`config.mk`:
```
export PLATFORM = sky130hd
export DESIGN_NAME = cdc_fifo_write_state
export DESIGN_NICKNAME = d
export VERILOG_FILES = /design/src/rtl/cdc_fifo_pkg.sv /design/src/rtl/binary_to_gray.sv /design/src/rtl/cdc_gray_sync.sv /design/src/rtl/gray_to_binary.sv /design/src/rtl/cdc_fifo_write_state.sv
export SDC_FILE = /design/constraint.sdc
export NUM_CORES = 1
export LEC_CHECK = 0
export CAP_MARGIN = 15
export CORE_ASPECT_RATIO = 1.25
export CORE_MARGIN = 4
export CORE_UTILIZATION = 51
export DETAILED_ROUTE_END_ITERATION = 12
export HOLD_SLACK_MARGIN = 0.15
export MAX_ROUTING_LAYER = met4
export PLACE_DENSITY = 0.83
export SLEW_MARGIN = 20
export SYNTH_ARGS = -nofsm -noshare
export SYNTH_HDL_FRONTEND = slang
export SYNTH_SLANG_ARGS = --single-unit
```
`constraint.sdc`:
```
create_clock -name clock -period 7.04 [get_ports clock]
set_clock_uncertainty 0.1 [all_clocks]
set_input_delay 1.408 -clock clock [delete_from_list [all_inputs] [get_ports clock]]
set_output_delay 1.408 -clock clock [all_outputs]
set_load 0.02 [all_outputs]
```
`src/rtl/cdc_fifo_pkg.sv`:
```
// Shared constants and pointer type for the dual-clock FIFO read/write state blocks.
package cdc_fifo_pkg;
  localparam int unsigned DEFAULT_ADDRESS_WIDTH = 4;
  localparam int unsigned MIN_SYNC_STAGES       = 2;

  typedef logic [DEFAULT_ADDRESS_WIDTH-1:0] ptr_t;
endpackage

```
`src/rtl/binary_to_gray.sv`:
```
// Combinational binary to reflected-Gray converter.
module binary_to_gray #(
  parameter int unsigned ADDRESS_WIDTH = 4
) (
  input  logic [ADDRESS_WIDTH-1:0] binary,
  output logic [ADDRESS_WIDTH-1:0] gray
);
  assign gray = binary ^ (binary >> 1);
endmodule

```
`src/rtl/cdc_gray_sync.sv`:
```
// N-stage synchroniser chain for a Gray-coded pointer crossing into this clock domain.
module cdc_gray_sync
  import cdc_fifo_pkg::*;
#(
  parameter int unsigned WIDTH  = 4,
  parameter int unsigned STAGES = 2
) (
  input  logic             clock,
  input  logic             reset_n,
  input  logic [WIDTH-1:0] async_in,
  output logic [WIDTH-1:0] sync_out
);
  // Never build a chain shorter than the metastability floor.
  localparam int DEPTH = (STAGES < MIN_SYNC_STAGES) ? int'(MIN_SYNC_STAGES) : int'(STAGES);

  logic [WIDTH-1:0] chain_q [DEPTH];

  always_ff @(posedge clock or negedge reset_n) begin
    if (!reset_n) begin
      for (int i = 0; i < DEPTH; i++) chain_q[i] <= '0;
    end else begin
      chain_q[0] <= async_in;
      for (int i = 1; i < DEPTH; i++) chain_q[i] <= chain_q[i-1];
    end
  end

  assign sync_out = chain_q[DEPTH-1];
endmodule

```
`src/rtl/gray_to_binary.sv`:
```
// Combinational reflected-Gray to binary converter.
module gray_to_binary #(
  parameter int unsigned ADDRESS_WIDTH = 4
) (
  input  logic [ADDRESS_WIDTH-1:0] gray,
  output logic [ADDRESS_WIDTH-1:0] binary
);
  // Binary bit i is the parity of all Gray bits at or above i.
  for (genvar i = 0; i < ADDRESS_WIDTH; i++) begin : g_bit
    assign binary[i] = ^gray[ADDRESS_WIDTH-1:i];
  end
endmodule

```
`src/rtl/cdc_fifo_write_state.sv`:
```
// Write-domain pointer manager: binary/Gray write pointer, synchronised read pointer,
// full/almost_full/free_slots and a sticky overflow flag.
module cdc_fifo_write_state
  import cdc_fifo_pkg::*;
#(
  parameter int unsigned ADDRESS_WIDTH         = DEFAULT_ADDRESS_WIDTH,
  parameter int unsigned ALMOST_FULL_THRESHOLD = 2,
  parameter int unsigned SYNC_STAGES           = 2
) (
  input  logic                     clock,
  input  logic                     reset_n,
  input  logic                     write,
  input  logic [ADDRESS_WIDTH-1:0] read_address_gray,
  output logic                     write_enable,
  output logic [ADDRESS_WIDTH-1:0] write_address,
  output logic [ADDRESS_WIDTH-1:0] write_address_gray,
  output logic                     full,
  output logic                     almost_full,
  output logic [ADDRESS_WIDTH-1:0] free_slots,
  output logic                     overflow,
  input  logic                     overflow_clear
);
  localparam logic [ADDRESS_WIDTH-1:0] PTR_ONE = {{(ADDRESS_WIDTH-1){1'b0}}, 1'b1};

  logic [ADDRESS_WIDTH-1:0] read_gray_sync;
  logic [ADDRESS_WIDTH-1:0] read_address_sync;
  logic [ADDRESS_WIDTH-1:0] write_address_next;
  logic [ADDRESS_WIDTH-1:0] write_address_gray_next;

  cdc_gray_sync #(
    .WIDTH  (ADDRESS_WIDTH),
    .STAGES (SYNC_STAGES)
  ) u_read_sync (
    .clock    (clock),
    .reset_n  (reset_n),
    .async_in (read_address_gray),
    .sync_out (read_gray_sync)
  );

  gray_to_binary #(.ADDRESS_WIDTH(ADDRESS_WIDTH)) u_read_decode (
    .gray   (read_gray_sync),
    .binary (read_address_sync)
  );

  assign write_address_next = write_address + PTR_ONE;

  binary_to_gray #(.ADDRESS_WIDTH(ADDRESS_WIDTH)) u_write_encode (
    .binary (write_address_next),
    .gray   (write_address_gray_next)
  );

  // One slot stays empty so that equal pointers always mean empty, never full.
  assign full         = (write_address_next == read_address_sync);
  assign free_slots   = read_address_sync - write_address - PTR_ONE;
  assign almost_full  = (32'(free_slots) <= ALMOST_FULL_THRESHOLD);
  assign write_enable = write & ~full;

  // Gray pointer is loaded from the encoded next value so the crossing sees a flop output.
  always_ff @(posedge clock or negedge reset_n) begin
    if (!reset_n) begin
      write_address      <= '0;
      write_address_gray <= '0;
    end else if (write_enable) begin
      write_address      <= write_address_next;
      write_address_gray <= write_address_gray_next;
    end
  end

  always_ff @(posedge clock or negedge reset_n) begin
    if (!reset_n) begin
      overflow <= 1'b0;
    end else if (write & full) begin
      overflow <= 1'b1;
    end else if (overflow_clear) begin
      overflow <= 1'b0;
    end
  end
endmodule
```
==> impl_metrics.json <==
{
  "outcome": "complete, no violations",
  "yosysUniqueCellTypes": 25,
  "grt_antenna_before_repair": 0,
  "clkTransAtPathRegs_ps": 90,
  "grt_overflow": 0,
  "grt_util_all_layers": 0.167,
  "required_ps": 5530,
  "p_leak_uw": 0.000501,
  "worstSetupPathType": "reg2out",
  "finalInstanceArea_sq_um": 1180,
  "drt_iter0_markers": 13,
  "syn_to_final_growth_pct": 27.2,
  "clkPwrFrac": 0.090,
  "cts_tree": "yes",
  "first_global_vias": 688,
  "yosysWarnings": 0,
  "htreeDepth": 1,
  "slowest_stage": "clkdlybuf4s50_1",
  "cap_viol_max_count": 0,
  "clock_latency_ps": 290,
  "fin_util": 0.677,
  "final_common_cell": "clkdlybuf4s50_1",
  "wl_per_cell_microns": 14.7,
  "hold_class": "reg2reg",
  "synth-xor-area-share": 0.121,
  "finalCritPeriodShare": 0.663,
  "fmax_mhz": 214,
  "synth_nets": 97,
  "synthMuxAreaShare": 0,
  "post-route-min-period_ps": 4670,
  "first_pass_iters": 4,
  "cts_max_path_buffers": 2,
  "drive_above_1_share": 0.0935,
  "intPower_uw": 359,
  "initial_core_util": 0.532,
  "avgSynthCellArea_sq_um": 11.1,
  "finalHoldViolCount": 0,
  "port_buffers": 23,
  "route.vias.total": 733,
  "viasPerCell": 5.82,
  "setup_viol": 0,
  "cts_resized": 0,
  "grt_start_max_net_pins": 17,
  "cts_hold_buf": 0,
  "path_cells": "xnor2_1 > xnor2_1 > xor2_1 > ha_1 > inv_1 > o211a_1 > clkdlybuf4s50_1",
  "power_frac_comb": 0.683,
  "maxSlewViolCount": 0,
  "io_pins": 24,
  "worstSetupEndpointType": "output pin",
  "rsz0062_at_grt": "false",
  "ys_seq_area_frac": 0.431,
  "vdd_ir_drop_max_uv": 273,
  "place_congestion": 0.863,
  "worstPathArrival_ps": 3160,
  "drc": 0,
  "die_h_microns": 55.7,
  "hpwlAfterDp_microns": 1450,
  "cp_max_fo": 10,
  "tns_ps": 0,
  "max_stage_delay_ps": 680,
  "p_seq_frac": 0.227,
  "cp_top_family": "buffers and inverters",
  "crit_buf_inv": 2,
  "powerDensity_nw_per_um2": 565,
  "fp-row-count": 17,
  "place_area_sq_um": 1140,
  "antenna_left": 0,
  "worst_slew_pin_slew_ps": 711,
  "ys_ff_latch": 16,
  "swShare": 0.462,
  "synthSimpleGateAreaFrac": 0.0930,
  "netlist_area_sq_um": 928,
  "cp-start-kind": "register",
  "p_sw_uw": 309,
  "coreArea_sq_um": 1740,
  "grt_pass1_wl_microns": 3180,
  "synthAdderAreaFrac": 0.0755,
  "most-common-layout-cells": "23 x clkdlybuf4s50_1, 16 x dfrtp_1, 10 x nand2_1",
  "whs_ps": 253,
  "clkSinkCount": 16,
  "cts_buffers": 3,
  "diodes": 0,
  "root_buffer": "clkbuf_4",
  "wirelength_microns": 1860,
  "dieArea_sq_um": 2570,
  "die_x_microns": 46.2,
  "fin_nets": 121,
  "synth_compound_area_frac": 0.210,
  "synth_top_family_by_area": "compound AO/OA/AOI/OAI gates",
  "syn_inst": 84,
  "cpMostUsedCell": "xnor2_1",
  "postCtsSetupBuffers": 0,
  "slew_headroom": 0.525
}
Yosys cell counts (all sizes together):
| cell | n | share of area |
|---|---|---|
| a22o | 1 | 0.011 |
| inv | 7 | 0.028 |
| xor2 | 2 | 0.019 |
| o211a | 1 | 0.011 |
| a211oi | 1 | 0.0081 |
| buf | 4 | 0.040 |
| fa | 1 | 0.022 |
| nor3 | 1 | 0.011 |
| ha | 4 | 0.054 |
| o211ai | 6 | 0.049 |
| o311ai | 1 | 0.028 |
| nand2b | 1 | 0.0067 |
| nand2 | 10 | 0.040 |
| o2111ai | 7 | 0.066 |
| nand3 | 2 | 0.011 |
| and3 | 2 | 0.020 |
| a21oi | 2 | 0.011 |
| dfrtp | 16 | 0.43 |
| a21o | 2 | 0.016 |
| xnor2 | 10 | 0.10 |
| o21ai | 2 | 0.011 |
| nor2 | 1 | 0.0040 |
logic make-up (layout without fill, tap and decap cells):
kind of cell / Yosys count / after routing
adder cells (fa/ha/maj): 5 / 5
buffers and inverters: 11 / 34
XOR/XNOR: 12 / 12
AND/OR/NAND/NOR: 17 / 17
flip-flops: 16 / 16
AO/OA/AOI/OAI: 23 / 23
path summary, 6_finish.rpt:
check	to	cells past startpoint	from	slack (ps)
worst max-delay path	full	7	u_read_sync.sync_out[3]$_DFF_PN0_	2370
worst min-delay path	u_read_sync.sync_out[2]$_DFF_PN0_	0	u_read_sync.chain_q[6]$_DFF_PN0_	250
worst max register to register	write_address_gray[1]$_DFFE_PN0P_	7	u_read_sync.sync_out[3]$_DFF_PN0_	4450
worst min register to register	u_read_sync.sync_out[2]$_DFF_PN0_	0	u_read_sync.chain_q[6]$_DFF_PN0_	250
max in group asynchronous	write_address[0]$_DFFE_PN0P_	1	reset_n	4950
min in group asynchronous	write_address_gray[0]$_DFFE_PN0P_	1	reset_n	1440
metal layers:
metal / GRT usage / up-vias / routed length (microns)
met3: 0.0194 / 4 / 100
li1: - / 352 / -
met4: 0.0488 / 0 / 25
met2: 0.252 / 26 / 908
met5: - / - / 0
met1: 0.233 / 351 / 822
power groups by stage:
stage	registers, uW	clock network (uW)	logic [uW]
2_1_floorplan	174	0	283
3_3_place_gp	153	0	445
3_5_place_dp	154	0	456
4_1_cts	152	61.2	458
5_1_grt	157	64.9	492
6_report	152	60.0	456
metrics by stage:
| stage | setup WS (ps) | total power (uW) | std cells |
|---|---|---|---|
| after floorplan | 3070 | 457 | 84 |
| after global placement | 2570 | 598 | 122 |
| after detailed placement | 2530 | 610 | 122 |
| after CTS | 2330 | 671 | 126 |
| after global routing | 2140 | 714 | 126 |
| final | 2370 | 668 | 126 |
registers in the layout (all words and copies together), names as in the netlist:
signal / flops
write_address: 4
u_read_sync.chain_q: 4
write_address_gray: 3
u_read_sync.sync_out: 4
overflow: 1
final cells by class:
type | count | area [sq um]
multi-input cells | 57 | 464
well taps | 19 | 23.8
fillers | 141 | 563
clock buffers | 4 | 36.3
inverters | 7 | 26.3
flip-flops and latches | 16 | 400
repair buffers | 23 | 230
Power figures use the tool's default switching activity.
